File: src/rtl/hdmi_pkg.sv
// Shared types and pixel-word layout for the frame-buffer reader.
// FIFO entries carry the RGB pixel plus its line/frame markers.
package hdmi_pkg;

  typedef enum logic [1:0] {
    S_IDLE  = 2'd0,
    S_BUS   = 2'd1,
    S_DRAIN = 2'd2,
    S_NEXT  = 2'd3
  } state_t;

  localparam int PIX_W     = 24;
  localparam int HLAST_BIT = 24;
  localparam int VLAST_BIT = 25;
  localparam int ENTRY_W   = 26;

  function automatic logic [ENTRY_W-1:0] pix_entry(
    input logic             vlast,
    input logic             hlast,
    input logic [PIX_W-1:0] rgb
  );
    return {vlast, hlast, rgb};
  endfunction

endpackage

File: src/rtl/hdmi_frame_reader_sfifo.sv
// Synchronous FIFO, registered write, first-word-fall-through read.
// Flush empties it in one cycle and wins over a same-cycle write.
module sfifo #(
  parameter int W      = 26,
  parameter int LGFIFO = 5
) (
  input  logic              i_clk,
  input  logic              i_reset,
  input  logic              i_flush,
  input  logic              i_wr,
  input  logic [W-1:0]      i_data,
  input  logic              i_rd,
  output logic [W-1:0]      o_data,
  output logic              o_empty,
  output logic [LGFIFO:0]   o_fill
);

  localparam int DEPTH = 1 << LGFIFO;

  logic [W-1:0]        mem [DEPTH];
  logic [LGFIFO-1:0]   wr_ptr;
  logic [LGFIFO-1:0]   rd_ptr;
  logic                full;
  logic                do_wr;
  logic                do_rd;

  assign full    = o_fill[LGFIFO];
  assign o_empty = (o_fill == '0);
  assign do_rd   = i_rd && !o_empty;
  assign do_wr   = i_wr && (!full || do_rd);
  assign o_data  = mem[rd_ptr];

  always_ff @(posedge i_clk) begin
    if (do_wr && !i_flush)
      mem[wr_ptr] <= i_data;
  end

  always_ff @(posedge i_clk or posedge i_reset) begin
    if (i_reset) begin
      wr_ptr <= '0;
      rd_ptr <= '0;
      o_fill <= '0;
    end else if (i_flush) begin
      wr_ptr <= '0;
      rd_ptr <= '0;
      o_fill <= '0;
    end else begin
      if (do_wr)
        wr_ptr <= wr_ptr + 1'b1;
      if (do_rd)
        rd_ptr <= rd_ptr + 1'b1;
      o_fill <= o_fill
              + (LGFIFO+1)'(do_wr)
              - (LGFIFO+1)'(do_rd);
    end
  end

endmodule

File: src/rtl/hdmi_frame_reader.sv
// Wishbone frame-buffer reader: fetches lines of 32-bit pixels and
// streams them out with hlast/vlast markers through a credit-gated FIFO.
import hdmi_pkg::*;

module hdmi_frame_reader #(
  parameter int AW     = 30,
  parameter int LW     = 12,
  parameter int LGFIFO = 5
) (
  input  logic              i_clk,
  input  logic              i_reset,
  input  logic              i_en,
  input  logic [AW-1:0]     i_base_addr,
  input  logic [LW-1:0]     i_words_per_line,
  input  logic [LW-1:0]     i_npix,
  input  logic [LW-1:0]     i_nlines,
  output logic              o_wb_cyc,
  output logic              o_wb_stb,
  output logic              o_wb_we,
  output logic [AW-1:0]     o_wb_addr,
  output logic [3:0]        o_wb_sel,
  input  logic              i_wb_ack,
  input  logic              i_wb_stall,
  input  logic              i_wb_err,
  input  logic [31:0]       i_wb_data,
  output logic              o_pix_valid,
  input  logic              i_pix_ready,
  output logic [PIX_W-1:0]  o_pix_data,
  output logic              o_pix_hlast,
  output logic              o_pix_vlast,
  output logic              o_err
);

  localparam logic [LGFIFO+1:0] DEPTH =
    (LGFIFO+2)'(1) << LGFIFO;

  state_t              state;
  logic [AW-1:0]       line_addr;
  logic [AW-1:0]       next_line;
  logic [LW-1:0]       stride;
  logic [LW-1:0]       npix;
  logic [LW-1:0]       nlines;
  logic [LW-1:0]       reqs_left;
  logic [LW-1:0]       ack_cnt;
  logic [LW-1:0]       line_cnt;
  logic [LGFIFO:0]     outstanding;
  logic [LGFIFO:0]     out_next;
  logic [LGFIFO:0]     fill;
  logic [LGFIFO+1:0]   credit;
  logic                need_low;
  logic                cfg_ok;
  logic                accept;
  logic                ack;
  logic                bus_err;
  logic                hlast;
  logic                vlast;
  logic                last_line;
  logic                fifo_empty;
  logic [ENTRY_W-1:0]  wr_entry;
  logic [ENTRY_W-1:0]  rd_entry;
  logic                unused_bits;

  assign o_wb_we   = 1'b0;
  assign o_wb_sel  = 4'hf;
  assign o_wb_cyc  = (state == S_BUS) || (state == S_DRAIN);
  assign credit    = {1'b0, fill} + {1'b0, outstanding};
  assign o_wb_stb  = (state == S_BUS) && (reqs_left != '0)
                   && (credit < DEPTH);
  assign accept    = o_wb_stb && !i_wb_stall;
  assign bus_err   = o_wb_cyc && i_wb_err;
  assign ack       = o_wb_cyc && i_wb_ack && !i_wb_err;
  assign out_next  = outstanding
                   + (LGFIFO+1)'(accept)
                   - (LGFIFO+1)'(ack);
  assign cfg_ok    = i_en && (i_npix != '0) && (i_nlines != '0);
  assign last_line = (line_cnt == nlines - LW'(1));
  assign hlast     = (ack_cnt == npix - LW'(1));
  assign vlast     = hlast && last_line;
  assign next_line = line_addr + AW'(stride);
  assign wr_entry  = pix_entry(vlast, hlast, i_wb_data[PIX_W-1:0]);
  assign unused_bits = ^i_wb_data[31:PIX_W];

  always_ff @(posedge i_clk or posedge i_reset) begin
    if (i_reset) begin
      state       <= S_IDLE;
      line_addr   <= '0;
      o_wb_addr   <= '0;
      stride      <= '0;
      npix        <= '0;
      nlines      <= '0;
      reqs_left   <= '0;
      ack_cnt     <= '0;
      line_cnt    <= '0;
      outstanding <= '0;
      need_low    <= 1'b0;
      o_err       <= 1'b0;
    end else begin
      o_err <= 1'b0;
      if (ack)
        ack_cnt <= ack_cnt + LW'(1);
      if (bus_err) begin
        state       <= S_IDLE;
        outstanding <= '0;
        reqs_left   <= '0;
        o_err       <= 1'b1;
        need_low    <= 1'b1;
      end else begin
        unique case (state)
          S_IDLE: begin
            if (!i_en) begin
              need_low <= 1'b0;
            end else if (!need_low && cfg_ok) begin
              stride      <= i_words_per_line;
              npix        <= i_npix;
              nlines      <= i_nlines;
              line_addr   <= i_base_addr;
              o_wb_addr   <= i_base_addr;
              reqs_left   <= i_npix;
              ack_cnt     <= '0;
              line_cnt    <= '0;
              outstanding <= '0;
              state       <= S_BUS;
            end
          end
          S_BUS: begin
            outstanding <= out_next;
            if (accept) begin
              o_wb_addr <= o_wb_addr + AW'(1);
              reqs_left <= reqs_left - LW'(1);
              if (reqs_left == LW'(1))
                state <= S_DRAIN;
            end
          end
          S_DRAIN: begin
            outstanding <= out_next;
            if (out_next == '0)
              state <= S_NEXT;
          end
          S_NEXT: begin
            line_addr <= next_line;
            o_wb_addr <= next_line;
            ack_cnt   <= '0;
            if (!last_line) begin
              reqs_left <= npix;
              line_cnt  <= line_cnt + LW'(1);
              state     <= S_BUS;
            end else if (cfg_ok) begin
              // back-to-back frame: relatch and restart from base
              stride    <= i_words_per_line;
              npix      <= i_npix;
              nlines    <= i_nlines;
              line_addr <= i_base_addr;
              o_wb_addr <= i_base_addr;
              reqs_left <= i_npix;
              line_cnt  <= '0;
              state     <= S_BUS;
            end else begin
              state <= S_IDLE;
            end
          end
        endcase
      end
    end
  end

  sfifo #(
    .W      (ENTRY_W),
    .LGFIFO (LGFIFO)
  ) u_fifo (
    .i_clk   (i_clk),
    .i_reset (i_reset),
    .i_flush (bus_err),
    .i_wr    (ack),
    .i_data  (wr_entry),
    .i_rd    (i_pix_ready),
    .o_data  (rd_entry),
    .o_empty (fifo_empty),
    .o_fill  (fill)
  );

  assign o_pix_valid = !fifo_empty;
  assign o_pix_data  = rd_entry[PIX_W-1:0];
  assign o_pix_hlast = o_pix_valid && rd_entry[HLAST_BIT];
  assign o_pix_vlast = o_pix_valid && rd_entry[VLAST_BIT];

endmodule

File: config.mk
export PLATFORM = sky130hd
export DESIGN_NAME = hdmi_frame_reader
export DESIGN_NICKNAME = d
export VERILOG_FILES = /design/src/rtl/hdmi_pkg.sv /design/src/rtl/hdmi_frame_reader_sfifo.sv /design/src/rtl/hdmi_frame_reader.sv
export SDC_FILE = /design/constraint.sdc
export NUM_CORES = 1
export LEC_CHECK = 0
export ABC_AREA = 1
export CAP_MARGIN = 20
export CORE_MARGIN = 5
export CORE_UTILIZATION = 50
export CTS_CLUSTER_SIZE = 28
export DETAILED_ROUTE_END_ITERATION = 12
export PLACE_DENSITY_LB_ADDON = 0.15
export SLEW_MARGIN = 20
export SYNTH_ARGS = -nofsm -noshare
export SYNTH_HDL_FRONTEND = slang
export SYNTH_SLANG_ARGS = --single-unit
File: constraint.sdc
create_clock -name i_clk -period 5.94 [get_ports i_clk]
set_input_delay 1.188 -clock i_clk [delete_from_list [all_inputs] [get_ports i_clk]]
set_output_delay 1.188 -clock i_clk [all_outputs]
set_load 0.05 [all_outputs]
; After elaboration in Yosys (flattened, before gate mapping)
; Memories as Yosys holds them, arrays and structs flattened.
; Index checks and enable logic that the tools add are counted.
[totals]
regBits = 158
mem_bits_rw = 832
input_bits = 105
out_inout_bits = 65
elab_cells = 156
mem_count = 1
[classes]
add_sub_neg = 14
magnitude_cmp = 1
n_eq_ne = 19
mux = 60
n_bitwise = 1
reduce_logical = 45
[memory_table]
columns = memory, words, width, read_ports, rd_ports_with_merged_regs, write_ports, line_no
row1 = u_fifo.mem, 32, 26, 1, 0, 1, hdmi_frame_reader_sfifo.sv:20  ; logic [W-1:0] mem [DEPTH];
[op_table]
columns = cell, n
row1 = 12-bit 2-to-1 mux, 23
row2 = 30-bit 2-to-1 mux, 5
row3 = 12-bit one-hot mux with 2 select lines, 5
row4 = 30-bit one-hot mux with 3 select lines, 1
row5 = 30-bit one-hot mux with 2 select lines, 1
row6 = 12-bit one-hot mux with 3 select lines, 1
row7 = 12-bit nonzero test, 3
row8 = 12-bit by 1-bit subtractor with 12-bit output (second input constant), 3
row9 = 30-bit by 1-bit adder with 30-bit output (second input constant), 1
row10 = 30-bit by 12-bit adder with 30-bit output, 1
row11 = 12-bit by 1-bit adder with 12-bit output (second input constant), 2
row12 = 12-bit equality test, 2
row13 = 6-bit 2-to-1 mux, 4
row14 = 5-bit 2-to-1 mux, 4
row15 = 5-bit AND reduction, 4
row16 = 1-bit logical AND, 15
row17 = 6-bit by 1-bit adder with 6-bit output, 2
row18 = 12-bit by 1-bit equality test with 1-bit output (second input constant), 1
row19 = 6-bit zero test, 2
row20 = 2-bit 2-to-1 mux, 6
row21 = 6-bit one-hot mux with 2 select lines, 1
row22 = 6-bit by 1-bit subtractor with 6-bit output, 2
row23 = 5-bit by 1-bit adder with 5-bit output (second input constant), 2
row24 = 2-bit inequality test (second input constant), 5
row25 = 23 further kinds, 44

; Depth between registers and ports, before layout
[depth]
depth_word = 10
mapped_depth = 24
ltp_nobuf = 24

; Hierarchy
; From an unflattened synthesis, not the netlist that was laid out.
[unflattened]
cells_unflattened = 5053
area_unflattened_um2 = 47093.9
[by_module_without_submodules]
columns = mod, n_inst, cells_per_inst, area_per_inst_um2, seq_area_each_um2
row1 = sfifo, 1, 3362, 35968.2, 25384.3
row2 = hdmi_frame_reader, 1, 1691, 11125.7, 3553.4

; Worst setup path after synthesis
; OpenSTA, ideal clock, no wires.
[synth_timing]
path_kind = input to register
start = input i_wb_err
end = memory u_fifo.mem[23][0], enable pin
setup_time_ns = 0.442
arrival_time_ns = 3.744
t_required_ns = 5.498
slack_ns = 1.755
cell_stages = 5
path_buffers = 0
cell_sequence = nor2_1 > nand2_1 > a21oi_2 > nand3_1 > nor3_1
[synth_between]
elab_chain_cells = 6
word_cells_on_any_way = 8
classes_between = mux: 2 / reduce/logical: 6
[synth_lines]
columns = item, line_no
row1 = "start, declared", hdmi_frame_reader.sv:24  ; input logic i_wb_err,
row2 = 1-bit zero test, hdmi_frame_reader.sv:71  ; assign ack = o_wb_cyc && i_wb_ack && !i_wb_err;
row3 = 1-bit logical AND, hdmi_frame_reader.sv:71
row4 = 1-bit logical AND, hdmi_frame_reader_sfifo.sv:30  ; assign do_wr = i_wr && (!full || do_rd);
row5 = 1-bit logical AND *, hdmi_frame_reader_sfifo.sv:34  ; if (do_wr && !i_flush)
row6 = 1-bit 2-to-1 mux *, hdmi_frame_reader_sfifo.sv:34
row7 = 1-bit 2-to-1 mux (implied by the code) *, hdmi_frame_reader_sfifo.sv:35  ; mem[wr_ptr] <= i_data;
row8 = "end, declared", hdmi_frame_reader_sfifo.sv:20
; Mark *: on every way between the ends. The rest lies on a longest branch, timed or not.

; Worst setup path in the final report
[layout_timing]
start = register u_fifo.rd_ptr[0]
end = output o_pix_data[23]
[layout_between]
elab_chain_cells = 1
[layout_lines]
columns = item, line_no
row1 = "start, declared", hdmi_frame_reader_sfifo.sv:22  ; logic [LGFIFO-1:0] rd_ptr;
row2 = "start signal, assigned", hdmi_frame_reader_sfifo.sv:51  ; rd_ptr <= rd_ptr + 1'b1;
row3 = memory read 32 x 26 bit, --
row4 = "end, declared", hdmi_frame_reader.sv:28  ; output logic [PIX_W-1:0] o_pix_data,
; Every way passes these cells.

==> metrics <==
CTS Sinks=990; Max Root-Sink Buffers=3; PD cells=512 nW/µm²; GR Util All Layers=26.0%; WP data arrival=4.34 ns; FP Rows=109; FF-to-FF path depth=9; Routed WL per cell=22.6 µm; clk_skew=0.0577 ns; Int Pwr=14.9 mW; Worst-Skew Late Latency=0.69 ns; input/output buffers=156; final setup fails=0; max incr delay on CP=0.80 ns; VDD IR max=0.567 mV; first-pass GRT wire length=189000 µm; final setup TNS=0 ns; Synth top area share=56.4%; initial antenna violation count=13; number of synthesized flops with an enable pin=832; routed vias/inst=5.77; RePlAce Congestion=0.939; die area=94600 µm²; measured slew at the worst slew-check pin=1.12 ns; synthesized flop and latch total=990; CTS tree=built; P_leak=18.3 nW; Core Area=88100 µm²; WS Path Type=reg -> out; crit-path cells=buf_4 > buf_4 > o21ai_0 > o221ai_1 > nand3_1 > nand4_1 > o21ai_0 > inv_1 > clkdlybuf4s50_1; Area Overhead vs Synth=14.2%; CP startpoint kind=flop; Final ANT Viol Nets=0; worst hold slack=0.501 ns; top-count cell post-synth=edfxtp_1; hold_buf cts=0; H-tree depth=3; final setup margin=0.414 ns; starting density of the core=50.3%; Syn Inst Count=4190; Post-Route WL=125000 µm; Comb pwr share=42.4%; CP max FO=53; Final #Nets=4455; Worst Hold Class=reg -> reg; Die Y-Extent=308 µm; FFs w/ async S/R, synth=16.0%; DP HPWL=75100 µm; Yosys Warn Count=0; layout cell share with drive strength beyond 1=6.90%; max-capacitance violation count=0; net switching power=11.0 mW; Resized cells post-CTS=0; largest net degree at the start of global routing=211; Req. time, crit path=4.75 ns; max-slew violation count=0; total I/O pin count=170; status=completed; CTS clock-pin slew for the worst setup and hold paths=0.06 ns; post-synthesis cell type with the largest combined area=edfxtp_1; Main synth FF type=edfxtp_1; GRT overflow=0; DRT Pass-1 Iters=9; die width=308 µm; Setup Buffers After CTS=0; CTS root buf=clkbuf_16; CP max-delay cell=clkdlybuf4s50_1; Clk network pwr share=23.7%; Slew HR=25.1%; Seq/Total Area, Yosys=65.4%; Post-Syn Area=44300 µm²; top cells by area, synth=edfxtp_1, dfrtp_1, nor2_1; endpoint type of the worst setup path=output port; Avg Inst Size Synth=10.6 µm²; final period utilization=93.0%; top cells by count, synth=edfxtp_1, nor2_1, nand2_1; switch share=42.5%; Final Hold Vio Count=0; Hold Path Stages=2; initial DRC count=2853; RSZ-0062 raised after global routing=no; DP Worst Slack=1.10 ns; Seq pwr share=33.9%; DR vias=32.0k; Max Freq=181 MHz; CTS buffer count=102; Synth cell types=48; # DRC=0; minimum clock period=5.53 ns; vias in the first global route=30.6k
==> sequential cells by signal, summed over array words and instances (netlist names) <==
register / cells
o_err: 1
u_fifo.rd_ptr: 5
u_fifo.wr_ptr: 5
outstanding: 6
nlines: 12
line_addr: 30
reqs_left: 12
npix: 12
o_wb_addr: 30
stride: 12
u_fifo.o_fill: 6
state: 2
line_cnt: 12
u_fifo.mem: 832
need_low: 1
ack_cnt: 12
==> per-layer routing <==
layer	vias up	GRT usage [%]	share of wire, %
met5	-	0	0
met2	1157	43.0	47
met1	15600	35.7	42
met3	257	3.76	6.2
li1	15000	-	-
met4	0	9.18	3.8
==> cell usage in the layout (no fill, tap or decap), drive strengths merged, types with 27 or more instances in the layout <==
cell,synthesis,layout
a21oi,127,127
buf,45,86
clkbuf,186,124
clkdlybuf4s50,0,146
clkinv,3,47
dfrtp,158,158
edfxtp,832,832
ha,49,49
inv,274,278
nand2,569,569
nand3,225,225
nand4,49,49
nor2,709,709
nor3,45,45
o211ai,27,27
o21ai,537,537
o221ai,75,75
o22ai,144,144
xor2,52,52
==> final timing paths <==
check / to / slack, ns / from
hold reg to reg: line_cnt[8] / 0.50 / line_cnt[8]
max in group asynchronous: npix[0] / 3.89 / i_reset
hold / removal: line_cnt[8] / 0.50 / line_cnt[8]
setup / recovery: o_pix_data[23] / 0.41 / u_fifo.rd_ptr[0]
min in group asynchronous: stride[11] / 1.03 / i_reset
setup reg to reg: u_fifo.mem[5][4] / 2.00 / state[1]
==> area by class of cell <==
class | count | area [µm²]
Antenna cell | 3 | 7.51
Clock buffer | 124 | 2670
Clock inverter | 59 | 526
Fill cell | 7502 | 37500
Inverter | 277 | 1060
Multi-Input combinational cell | 2695 | 13600
Sequential cell | 990 | 28900
Tap cell | 1165 | 1460
Timing Repair Buffer | 232 | 2280
==> power by group through the flow <==
stage / logic [mW] / clock network (mW) / registers, mW
floorplan: 7.28 / 0 / 8.91
global placement: 10.8 / 0 / 8.88
detailed placement: 10.9 / 0 / 8.89
CTS: 11.0 / 6.23 / 8.75
global route: 12.1 / 6.51 / 8.82
finish: 11.0 / 6.14 / 8.77
==> logic make-up (layout without fill, tap and decap cells) <==
| family | after synthesis | count (layout) | synth area share (%) |
|---|---|---|---|
| and+or+nand+nor | 1635 | 1635 | 15.3 |
| adders and majority gates | 52 | 52 | 1.52 |
| buffers and inverters | 508 | 692 | 4.45 |
| xor gates and xnor gates | 77 | 77 | 1.52 |
| DFF | 990 | 990 | 65.4 |
| AOI/OAI and AO/OA | 926 | 926 | 11.8 |
| other | 2 | 8 | 0.0170 |
==> stage by stage <==
step                cells  utilization (%)  total power, mW  area [µm²]
floorplan            4193                -             16.2       44300
global placement     5358             53.8             19.7       47400
detailed placement   5358             53.8             19.8       47400
CTS                  5541             57.4             26.0       50600
global route         5545             57.4             27.5       50600
finish               5545             57.4             25.9       50600
==> worst max-delay path, delay by kind of cell, from the launching register on <==
family / cells / cell delay, ns
flops: 1 / 0.78
buf+inv: 4 / 2.03
simple gates: 2 / 0.21
compound gates: 3 / 0.59
Note: power is estimated with default switching activity, not from simulation.
